<file path="src/rtl/axi_lite_mmio_regs.sv">
// AXI4-Lite register window for the RISC-V subsystem: CTRL (core reset), STATUS, scratch registers.
// B follows one cycle after AW and W are both held; R follows one cycle after AR.
module axi_lite_mmio_regs #(
   parameter int ADDR_WIDTH = 10,
   parameter int DATA_WIDTH = 32,
   parameter int NUM_REGS   = 8
) (
   input  logic                             S_AXI_ACLK,
   input  logic                             S_AXI_ARESET,
   input  logic [ADDR_WIDTH-1:0]            S_AXI_AWADDR,
   input  logic                             S_AXI_AWVALID,
   output logic                             S_AXI_AWREADY,
   input  logic [DATA_WIDTH-1:0]            S_AXI_WDATA,
   input  logic [DATA_WIDTH/8-1:0]          S_AXI_WSTRB,
   input  logic                             S_AXI_WVALID,
   output logic                             S_AXI_WREADY,
   output logic [1:0]                       S_AXI_BRESP,
   output logic                             S_AXI_BVALID,
   input  logic                             S_AXI_BREADY,
   input  logic [ADDR_WIDTH-1:0]            S_AXI_ARADDR,
   input  logic                             S_AXI_ARVALID,
   output logic                             S_AXI_ARREADY,
   output logic [DATA_WIDTH-1:0]            S_AXI_RDATA,
   output logic [1:0]                       S_AXI_RRESP,
   output logic                             S_AXI_RVALID,
   input  logic                             S_AXI_RREADY,
   input  logic [DATA_WIDTH-1:0]            status_in,
   output logic [(NUM_REGS-2)*DATA_WIDTH-1:0] scratch_out,
   output logic                             riscv_rst
);

   localparam int STRB_WIDTH = DATA_WIDTH / 8;
   localparam int IDX_WIDTH  = ADDR_WIDTH - 2;
   localparam logic [IDX_WIDTH:0] REG_COUNT = (IDX_WIDTH + 1)'(NUM_REGS);
   localparam logic [1:0] RESP_OKAY   = 2'b00;
   localparam logic [1:0] RESP_SLVERR = 2'b10;

   logic                  aw_held, w_held, bvalid, rvalid, ctrl_run;
   logic [IDX_WIDTH-1:0]  aw_idx, ar_idx;
   logic [DATA_WIDTH-1:0] w_data, rdata, rd_data;
   logic [STRB_WIDTH-1:0] w_strb;
   logic [1:0]            bresp, rresp, rd_resp;
   logic                  aw_hs, w_hs, ar_hs;
   logic [DATA_WIDTH-1:0] scratch [NUM_REGS-2];
   logic                  unused_addr_lsbs;

   assign S_AXI_AWREADY = ~aw_held & ~bvalid & ~S_AXI_ARESET;
   assign S_AXI_WREADY  = ~w_held  & ~bvalid & ~S_AXI_ARESET;
   assign S_AXI_ARREADY = ~rvalid & ~S_AXI_ARESET;
   assign S_AXI_BVALID  = bvalid;
   assign S_AXI_BRESP   = bresp;
   assign S_AXI_RVALID  = rvalid;
   assign S_AXI_RRESP   = rresp;
   assign S_AXI_RDATA   = rdata;
   assign riscv_rst     = ~ctrl_run;

   assign aw_hs  = S_AXI_AWVALID & S_AXI_AWREADY;
   assign w_hs   = S_AXI_WVALID & S_AXI_WREADY;
   assign ar_hs  = S_AXI_ARVALID & S_AXI_ARREADY;
   assign ar_idx = S_AXI_ARADDR[ADDR_WIDTH-1:2];
   assign unused_addr_lsbs = ^{S_AXI_AWADDR[1:0], S_AXI_ARADDR[1:0]};

   for (genvar g = 0; g < NUM_REGS - 2; g++) begin : g_scratch_out
      assign scratch_out[g*DATA_WIDTH +: DATA_WIDTH] = scratch[g];
   end

   always_ff @(posedge S_AXI_ACLK or posedge S_AXI_ARESET) begin
      if (S_AXI_ARESET) begin
         aw_held  <= 1'b0;
         w_held   <= 1'b0;
         aw_idx   <= '0;
         w_data   <= '0;
         w_strb   <= '0;
         bvalid   <= 1'b0;
         bresp    <= RESP_OKAY;
         ctrl_run <= 1'b0;
         for (int k = 0; k < NUM_REGS - 2; k++) scratch[k] <= '0;
      end else begin
         if (aw_hs) begin
            aw_held <= 1'b1;
            aw_idx  <= S_AXI_AWADDR[ADDR_WIDTH-1:2];
         end
         if (w_hs) begin
            w_held <= 1'b1;
            w_data <= S_AXI_WDATA;
            w_strb <= S_AXI_WSTRB;
         end
         // Commit: STATUS and unmapped indices fall through to SLVERR untouched
         if (aw_held && w_held) begin
            aw_held <= 1'b0;
            w_held  <= 1'b0;
            bvalid  <= 1'b1;
            bresp   <= RESP_SLVERR;
            if (aw_idx == '0) begin
               bresp <= RESP_OKAY;
               if (w_strb[0]) ctrl_run <= w_data[0];
            end
            for (int k = 2; k < NUM_REGS; k++) begin
               if (aw_idx == IDX_WIDTH'(k)) begin
                  bresp <= RESP_OKAY;
                  for (int b = 0; b < STRB_WIDTH; b++)
                     if (w_strb[b]) scratch[k-2][8*b +: 8] <= w_data[8*b +: 8];
               end
            end
         end else if (bvalid && S_AXI_BREADY) begin
            bvalid <= 1'b0;
         end
      end
   end

   always_comb begin
      rd_data = '0;
      rd_resp = ({1'b0, ar_idx} < REG_COUNT) ? RESP_OKAY : RESP_SLVERR;
      if (ar_idx == '0) rd_data[0] = ctrl_run;
      if (ar_idx == IDX_WIDTH'(1)) rd_data = status_in;
      for (int k = 2; k < NUM_REGS; k++)
         if (ar_idx == IDX_WIDTH'(k)) rd_data = scratch[k-2];
   end

   // Read sees pre-commit register values when a write commits on the same edge
   always_ff @(posedge S_AXI_ACLK or posedge S_AXI_ARESET) begin
      if (S_AXI_ARESET) begin
         rvalid <= 1'b0;
         rdata  <= '0;
         rresp  <= RESP_OKAY;
      end else if (ar_hs) begin
         rvalid <= 1'b1;
         rdata  <= rd_data;
         rresp  <= rd_resp;
      end else if (rvalid && S_AXI_RREADY) begin
         rvalid <= 1'b0;
      end
   end

endmodule

</file>
<file path="config.mk">
export PLATFORM = sky130hd
export DESIGN_NAME = axi_lite_mmio_regs
export DESIGN_NICKNAME = d
export VERILOG_FILES = /design/src/rtl/axi_lite_mmio_regs.sv
export SDC_FILE = /design/constraint.sdc
export NUM_CORES = 1
export LEC_CHECK = 0
export BUFFER_PORTS_ARGS = -buffer_cell sky130_fd_sc_hd__buf_2
export CORE_AREA = 2 2 151 153
export CTS_CLUSTER_DIAMETER = 200
export DETAILED_ROUTE_END_ITERATION = 8
export DIE_AREA = 0 0 153 155
export GPL_TIMING_DRIVEN = 0
export PLACE_DENSITY_LB_ADDON = 0.2
export SETUP_SLACK_MARGIN = 0.02
export SKIP_CTS_REPAIR_TIMING = 1
export SLEW_MARGIN = 20
export SYNTH_ARGS = -nofsm -noshare
export SYNTH_HDL_FRONTEND = slang
export SYNTH_SLANG_ARGS = --single-unit
</file>
<file path="constraint.sdc">
create_clock -name S_AXI_ACLK -period 20.2 [get_ports S_AXI_ACLK]
set_clock_uncertainty 0.05 [all_clocks]
set_input_delay 2.02 -clock S_AXI_ACLK [delete_from_list [all_inputs] [get_ports S_AXI_ACLK]]
set_output_delay 2.02 -clock S_AXI_ACLK [all_outputs]
set_load 0.02 [all_outputs]
</file>
==> flow_summary.ini, run 1 <==
[route]
dr.pass1.iters = 5
vias = 9642
vias_per_cell = 6.004
final_antenna_net_count = 0
wirelength_microns = 38950
drt_iter0_drc = 663
drcViolationCount = 0
avgRoutedWirePerCell_microns = 24.25

[grt]
use_met3 = 0.06128
grt_pass1_vias = 9650
grt_use_met2 = 0.5251
grt-ovfl-total = 0
grt_max_degree = 99
grt.met1_usage = 0.4508
grt_first_pass_wirelength_microns = 58400
grt_usage = 0.3249
antenna_found_initial = 1
top_usage_layer = met2

[pwr]
p_leak_nw = 8.178
power.density_mw_per_mm2 = 100.7
irDropWorstVdd_mv = 0.07660

[setup_path]
start_kind = input port
crit_required_ns = 18.13
cp_slowest_stage_delay_ns = 0.26
worstPathArrival_ns = 2.66
crit_path_cell_trace = buf_2, nor2_1, buf_2
worst-setup-path-type = input port to output port
cp_max_fo = 4
worstReg2RegStart = w_held
path_common_cell = buf_2
critPathLaunch = S_AXI_ARESET
worstSetupEndpointType = output port
slowest_stage = nor2_1

[sta]
hold_viol_final = 0
fmax_mhz = 211.4
finalSetupTns_ns = 0
drv_slew = 0
slew_headroom = 0.4017
fin_ws_ns = 15.47
period_share = 0.2342
tightest_slew_ns = 0.8975
worst_hold_slack_ns = 0.4408
post-route-min-period_ns = 4.731
rsz0062_at_grt = no
setup-violations-final = 0

[clock_tree]
root_buffer = clkbuf_16
htreeDepth = 1
clock-sinks = 275
cts_tree = yes
clkTransAtPathRegs_ns = 0.06
clockBufferDepth = 3
clk_latency_ns = 0.54
cts_buffers = 28

[run_status]
status = complete, no violations

[yosys]
synth_async_sr_flop_share = 1.000
ys.flop_type = dfrtp_1
ys_seq_elements = 275
synth_cell_type_count = 40
synth-edff-count = 0
synth.avg_cell_area_sq_um = 13.14
synth_area_leaders = dfrtp_1, mux2_2, o211ai_1
yosys_warnings = 0
synthCells = 947
synth_top_area_cell = dfrtp_1
synth_seq_area_share = 0.5529
synth_area_sq_mm = 0.01245
synth_top_area_frac = 0.5529

[floorplanning]
rows = 55
start_util = 0.5599
die_h_microns = 155
die_w_microns = 153
coreArea_sq_mm = 0.02223
io_pins = 329
dieArea_sq_mm = 0.02372

[layout]
diodes = 0
drive_gt1_frac = 0.5201
stdcell_count = 1606
syn2layout_area_growth_pct = 24.30
n_fill_cell = 1646
finalNetCount = 1396
final_area_sq_mm = 0.01547

[place]
gp_congestion = 0.8553
preCtsSetupSlack_ns = 15.47
dpl.cell_count = 1556
port_buffers = 320
placed_cell_area_sq_mm = 0.01450
dpl.hpwl_microns = 28250

[worst_hold_path]
hp-class = register to register
min_from = S_AXI_RDATA[15]

[run]
cap_violations = 0
## final cells by class
class	instances	area [sq um]	area share
multi-input combinational	595	5225	0.3378
inverter	8	37.54	0.002426
clock inverter	8	117.6	0.007603
clock buffer	42	854.6	0.05524
buffer	70	312.8	0.02022
timing repair buffer	323	1684	0.1089
tap	285	356.6	0.02305
sequential	275	6882	0.4448
## sequential cells by signal (all words and copies together) (netlist names), 4 cells and up
signal / cells
aw_idx: 8
scratch_out: 192
S_AXI_RDATA: 32
w_data: 32
w_strb: 4
## cells by family after synthesis
kind of cell           count (synthesis)  synth area share
and+or+nand+nor                      121           0.05952
DFF                                  275            0.5529
other                                  1         0.0003013
buffers and inverters                 78           0.02755
muxes                                270            0.2491
AOI/OAI and AO/OA                    202            0.1106
## worst max-delay path: cells and delay by family
family / cells / cell delay [ns]
buffers and inverters: 2 / 0.37
AND/OR/NAND/NOR: 1 / 0.26
## final timing paths
path / cells after the start / to / slack (ns)
worst max register to register: 5 / w_data[30] / 17.67
worst min register to register: 2 / S_AXI_RDATA[15] / 0.44
worst max-delay path: 3 / S_AXI_ARREADY / 15.47
min in group asynchronous: 2 / scratch_out[81] / 1.45
max in group asynchronous: 4 / scratch_out[99] / 17.46
worst min-delay path: 2 / S_AXI_RDATA[15] / 0.44
## synthesized netlist by cell type, drive strengths merged, types with 6 or more instances
cell type / instances
buf: 23
dfrtp: 275
mux2i: 9
o211ai: 34
and3: 6
mux2: 260
a21oi: 39
nor2: 11
inv: 8
a211oi: 12
o21ai: 42
a221oi: 24
nand2: 66
a31o: 24
a22oi: 24
nand3: 13
clkbuf: 47
## layer usage
layer  up-vias  wire, microns  share of wire
met2       433          18400           0.47
met4         2           1214          0.031
met5         -             12        0.00031
met1      4892          16460           0.42
met3        81           2863          0.074
li1       4234              -              -
## through the flow
step / util / total power (W)
2_1_floorplan: - / 0.0009000
3_3_place_gp: 0.6482 / 0.001008
3_5_place_dp: 0.6522 / 0.001021
4_1_cts: 0.6960 / 0.001562
5_1_grt: 0.6960 / 0.001619
6_report: 0.6960 / 0.001558
## where the power goes
part	leakage (nW)	switching, W	internal [W]
combinational	3.97	0.000166	0.000122
sequential	3.73	0.0000969	0.000629
clock	0.479	0.000216	0.000328
total	8.18	0.000478	0.00108
## cell usage in the layout, fill, tap and decap left out, types with 4 or more instances in the layout
master and n:
buf_2 329, dfrtp_1 275, mux2_2 242, nand2_1 66, clkbuf_1 52, o21ai_0 42, a21oi_1 39, o211ai_1 34
clkbuf_16 29, a221oi_1 24, a31o_2 24, a22oi_1 24, mux2_4 16, a211oi_1 12, nor2_1 11, nand3_4 10
mux2i_1 9, clkbuf_8 8, inv_1 7, buf_1 7, and3_1 6, buf_4 6, nand4_2 4, and4b_1 4
clkinv_2 4
(Power assumes the default switching activity.)
==> run 2, diff against run 1 <==
--- a/config.mk
+++ b/config.mk
@@ -5,11 +5,12 @@
 export SDC_FILE = /design/constraint.sdc
 export NUM_CORES = 1
 export LEC_CHECK = 0
+export ABC_AREA = 1
 export BUFFER_PORTS_ARGS = -buffer_cell sky130_fd_sc_hd__buf_2
-export CORE_AREA = 2 2 151 153
+export CORE_AREA = 2 2 157 159
 export CTS_CLUSTER_DIAMETER = 200
 export DETAILED_ROUTE_END_ITERATION = 8
-export DIE_AREA = 0 0 153 155
+export DIE_AREA = 0 0 159 161
 export GPL_TIMING_DRIVEN = 0
 export PLACE_DENSITY_LB_ADDON = 0.2
 export SETUP_SLACK_MARGIN = 0.02
==> constraint.sdc (replaced) <==
create_clock -name S_AXI_ACLK -period 4.58 [get_ports S_AXI_ACLK]
set_clock_uncertainty 0.05 [all_clocks]
set_input_delay 0.458 -clock S_AXI_ACLK [delete_from_list [all_inputs] [get_ports S_AXI_ACLK]]
set_output_delay 0.458 -clock S_AXI_ACLK [all_outputs]
set_load 0.02 [all_outputs]
==> run 2 against run 1 <==
Against the previous run: clock power rose to 4.5 times the previous value; combinational power rose to 6.4 times the previous value; sequential power grew to 4.4 times the previous value; worst setup slack lost 14 ns; synthesized area is 0.47% higher; sequential share of layout area shrank 0.74 points; via count rose by 23%; critical path type is now input port to register; largest cell class unchanged.
==> flow_summary.ini, run 2 <==
[grt]
grt_pass1_vias = 11230
antenna_found_initial = 1
grt_max_degree = 31
grt_usage = 0.3389
grt_first_pass_wirelength_microns = 66240
grt-ovfl-total = 0

[pwr]
combinationalPowerShare = 0.246
p_clk_frac = 0.326
p_switching_w = 0.002622
p_int_w = 0.004866
swShare = 0.3501
irDropWorstVdd_mv = 0.3724
power.density_mw_per_mm2 = 476.0
p_leak_nw = 8.551
p_seq_frac = 0.428

[setup_path]
r2r_setup_slack_ns = 2.14
cp_max_fo = 10
worstSetupEndpointType = register
worst-setup-path-type = input port to register
start_kind = input port
crit_required_ns = 5.01
worstPathArrival_ns = 3.14

[place]
port_buffers = 320
gp_congestion = 0.8988
preCtsSetupSlack_ns = 1.988
dpl.hpwl_microns = 31800

[yosys]
synth-edff-count = 0
yosys_warnings = 0
synth_seq_area_share = 0.5503
ys.flop_type = dfrtp_1
synth_async_sr_flop_share = 1.000
synth_area_sq_mm = 0.01250
synth_top_area_frac = 0.5503
synth_top_area_cell = dfrtp_1
synthCells = 1392
synth_cell_type_count = 30
synth.most_common_cell = nand2_1
synth.avg_cell_area_sq_um = 8.983
netlist_top_cells_count = nand2_1, dfrtp_1, o21ai_1
ys_seq_elements = 275
synth_area_leaders = dfrtp_1, nand2_1, o21ai_1

[clock_tree]
cts_buffers = 29
clockBufferDepth = 3
clk_latency_ns = 0.54
cts_tree = yes
htreeDepth = 1
clkTransAtPathRegs_ns = 0.06
clock-sinks = 275
root_buffer = clkbuf_16

[layout]
drive_gt1_frac = 0.3108
largest_register_ffs = 192
layout_commonest_cell = nand2_1
final_cell_mix = nand2_1, buf_2, dfrtp_1
finalNetCount = 1850
syn2layout_area_growth_pct = 25.81
fin_util = 0.6565

[route]
dr.pass1.iters = 6
drcViolationCount = 0
vias_per_cell = 5.624
final_antenna_net_count = 0
avgRoutedWirePerCell_microns = 21.06
drt_iter0_drc = 1101
wirelength_microns = 44250
vias = 11820

[sta]
fin_ws_ns = 1.867
tightest_slew_ns = 0.9491
period_share = 0.5923
post-route-min-period_ns = 2.713
drv_slew = 0
slew_headroom = 0.3673
setup-violations-final = 0
rsz0062_at_grt = no
hold_viol_final = 0
finalSetupTns_ns = 0
fmax_mhz = 368.6

[floorplanning]
coreArea_sq_mm = 0.02396
dieArea_sq_mm = 0.02560
die_h_microns = 161
start_util = 0.5218
io_pins = 329
die_w_microns = 159
rows = 57

[run]
cap_violations = 0

[worst_hold_path]
hp-class = input port to register

[run_status]
status = complete, no violations
run 2: final timing paths:
check                           startpoint               to  cells past startpoint
max                           S_AXI_ARESET  S_AXI_RDATA[25]                     10
min                           S_AXI_RREADY     S_AXI_RVALID                      2
max reg2reg                   S_AXI_RVALID  S_AXI_RDATA[25]                      8
min reg2reg                S_AXI_RDATA[10]  S_AXI_RDATA[10]                      2
max in group asynchronous     S_AXI_ARESET  scratch_out[68]                      6
min in group asynchronous     S_AXI_ARESET  S_AXI_RDATA[24]                      3
run 2: metrics by stage:
step | power [W] | hold slack [ns] | instances | area (sq um)
3_3_place_gp | 0.004991 | 0.4093 | 2037 | 14520
4_1_cts | 0.007477 | -0.09372 | 2099 | 15720
6_report | 0.007488 | 0.04327 | 2101 | 15730
3_5_place_dp | 0.005064 | 0.4101 | 2047 | 14730
2_1_floorplan | 0.004349 | 0.4215 | 1393 | 12510
5_1_grt | 0.007792 | 0.05885 | 2101 | 15730
run 2: final cells by class:
type,count,area [sq um]
Antenna cell,1,2.502
Buffer,73,470.5
Clock buffer,43,848.3
Clock inverter,9,136.4
Fill cell,2059,8232
Inverter,91,345.3
Multi-Input combinational cell,954,4815
Sequential cell,275,6882
Tap cell,324,405.4
Timing Repair Buffer,331,1827
run 2: layer usage:
metal | vias up | share of wire | global-route usage
li1 | 5312 | - | -
met1 | 5672 | 0.41 | 0.4734
met2 | 693 | 0.45 | 0.5265
met3 | 138 | 0.094 | 0.05932
met4 | 0 | 0.049 | 0.1483
met5 | - | 0 | 0
run 2: logic make-up (layout without fill, tap and decap cells):
| kind of cell | after synthesis | count (layout) | share of synthesized area |
|---|---|---|---|
| AND/OR/NAND/NOR | 653 | 653 | 0.2345 |
| AO/OA/AOI/OAI | 290 | 290 | 0.1418 |
| flip-flops | 275 | 275 | 0.5503 |
| buffers and inverters | 164 | 547 | 0.06494 |
| multiplexers | 9 | 9 | 0.008105 |
| other | 1 | 3 | 0.0002999 |
run 2: power groups by stage:
stage	Sequential, W	Clock [W]	Combinational, W
floorplan	0.00350	0	0.000852
global placement	0.00322	0	0.00177
detailed placement	0.00323	0	0.00183
CTS	0.00319	0.00245	0.00184
global route	0.00325	0.00255	0.00199
finish	0.00320	0.00244	0.00184
run 2: critical path, stage by stage:
cell,delay [ns]
dlygate4sd3_1,0.53
buf_2,0.18
nor2_1,0.19
nand2_1,0.40
inv_1,0.32
clkbuf_1,0.61
o21ai_0,0.21
inv_1,0.09
nand2_1,0.06
nand2_1,0.06
==> run 3, diff against run 2 <==
==> constraint.sdc (replaced) <==
create_clock -name S_AXI_ACLK -period 2.6 [get_ports S_AXI_ACLK]
set_clock_uncertainty 0.05 [all_clocks]
set_input_delay 0.26 -clock S_AXI_ACLK [delete_from_list [all_inputs] [get_ports S_AXI_ACLK]]
set_output_delay 0.26 -clock S_AXI_ACLK [all_outputs]
set_load 0.02 [all_outputs]
==> run 3 against run 2 <==
Against the previous run: the flow now finishes with violations (hold timing); first-iteration DRC count is 2.9% higher; highest routed layer unchanged; clock power is 76% higher; sequential power is 76% higher; flip-flop and latch count stayed put; largest cell class unchanged; final cell count is 2.1% higher; wire length is 1.3% higher; critical endpoint unchanged; non-clock buffer count is 45 higher; largest power group unchanged; sequential share of layout area is 1.2 points lower; hold slack worse by 0.077 ns.
==> flow_summary.ini, run 3 (synthesis gave the netlist of run 2 again) <==
[grt]
grt_usage = 0.3389
grt_max_degree = 31
grt_first_pass_wirelength_microns = 66240
grt_pass1_vias = 11230
antenna_found_initial = 1
grt-ovfl-total = 0

[clock_tree]
clock-sinks = 275
cts_buffers = 29
cts_tree = yes
clkTransAtPathRegs_ns = 0.06
clockBufferDepth = 3
htreeDepth = 1
clk_latency_ns = 0.55
root_buffer = clkbuf_16

[sta]
fmax_mhz = 400.5
setup-violations-final = 0
rsz0062_at_grt = no
finalSetupTns_ns = 0
slew_headroom = 0.3863
tightest_slew_ns = 0.9206
hold_viol_final = 1
worst_hold_slack_ns = -0.03362
fin_ws_ns = 0.1028
post-route-min-period_ns = 2.497
period_share = 0.9604
drv_slew = 0

[floorplanning]
die_h_microns = 161
start_util = 0.5218
die_w_microns = 159
coreArea_sq_mm = 0.02396
dieArea_sq_mm = 0.02560
io_pins = 329
rows = 57

[place]
dpl.hpwl_microns = 31800
port_buffers = 320
gp_congestion = 0.8988
preCtsSetupSlack_ns = 0.2058

[setup_path]
cp_slowest_stage_delay_ns = 0.63
slowest_stage = clkbuf_1
cp.buffers_inverters = 3
worstPathArrival_ns = 2.92
crit_path_cell_trace = nor2_1, nand2_1, inv_1, clkbuf_1, o21ai_0, inv_1, nand2_1, nand2_1
crit_required_ns = 3.03
cp_max_fo = 10
r2r_setup_slack_ns = 0.10
path_common_cell = nand2_1
start_kind = register
worst-setup-path-type = register to register
worstSetupEndpointType = register
path_delay_family = buffers and inverters

[pwr]
finalPower_w = 0.01325
combinationalPowerShare = 0.249
power.density_mw_per_mm2 = 819.0
p_seq_frac = 0.426
p_clk_frac = 0.325
p_leak_nw = 8.739
swShare = 0.3499
p_int_w = 0.008616
irDropWorstVdd_mv = 0.6631
p_switching_w = 0.004637

[layout]
largest_register_ffs = 192
regArea_sq_mm = 0.006882
multiInputGateArea_sq_mm = 0.004815
finalNetCount = 1895
syn2layout_area_growth_pct = 29.41
final_cell_mix = nand2_1, buf_2, dfrtp_1
layout_commonest_cell = nand2_1
n_fill_cell = 1989
fin_util = 0.6753
drive_gt1_frac = 0.3031

[run_status]
status = finished, violations left
failed_checks = hold timing

[route]
drt_iter0_drc = 1133
avgRoutedWirePerCell_microns = 20.89
wirelength_microns = 44830
vias = 11960
vias_per_cell = 5.571
drcViolationCount = 0
dr.pass1.iters = 7
final_antenna_net_count = 0

[worst_hold_path]
hp-class = input port to register

[run]
cap_violations = 0
## run 3: path summary, 6_finish.rpt
kind,from,depth (start not counted),end
worst max-delay path,S_AXI_RVALID,8,S_AXI_RDATA[25]
worst min-delay path,S_AXI_WDATA[12],3,w_data[12]
worst max register to register,S_AXI_RVALID,8,S_AXI_RDATA[25]
worst min register to register,S_AXI_RDATA[10],2,S_AXI_RDATA[10]
max in group asynchronous,S_AXI_ARESET,6,scratch_out[68]
min in group asynchronous,S_AXI_ARESET,3,w_strb[2]
## run 3: layer usage
metal | vias to the layer above | global-route usage | share of wire
met2 | 665 | 0.5265 | 0.46
met4 | 0 | 0.1483 | 0.048
met3 | 147 | 0.05932 | 0.089
li1 | 5389 | - | -
met5 | - | 0 | 0
met1 | 5755 | 0.4734 | 0.41
## run 3: power groups by stage
stage | combinational [W] | sequential (W) | clock [W]
2_1_floorplan | 0.00150 | 0.00616 | 0
3_3_place_gp | 0.00312 | 0.00567 | 0
3_5_place_dp | 0.00323 | 0.00569 | 0
4_1_cts | 0.00324 | 0.00562 | 0.00431
5_1_grt | 0.00357 | 0.00572 | 0.00450
6_report | 0.00330 | 0.00564 | 0.00430
## run 3: area by class of cell
type                       instances  share of cell area
tap                              324             0.02505
clock buffer                      43             0.05242
buffer                            73             0.02907
timing repair buffer             376              0.1407
multi-input combinational        954              0.2975
antenna                            1           0.0001546
inverter                          91             0.02134
clock inverter                     9            0.008428
sequential                       275              0.4253
## run 3: per-stage QoR
stage	cells	instance area, sq um
after floorplan	1393	12510
after global placement	2037	14520
after detailed placement	2047	14730
after CTS	2099	15720
after global routing	2146	16180
final	2146	16180
## run 3: worst register-to-register path, delay by kind of cell (launching register included)
family / cells / cell delay (ns)
AO/OA/AOI/OAI: 1 / 0.22
buffers and inverters: 3 / 1.07
flip-flops: 1 / 0.39
AND/OR/NAND/NOR: 4 / 0.70
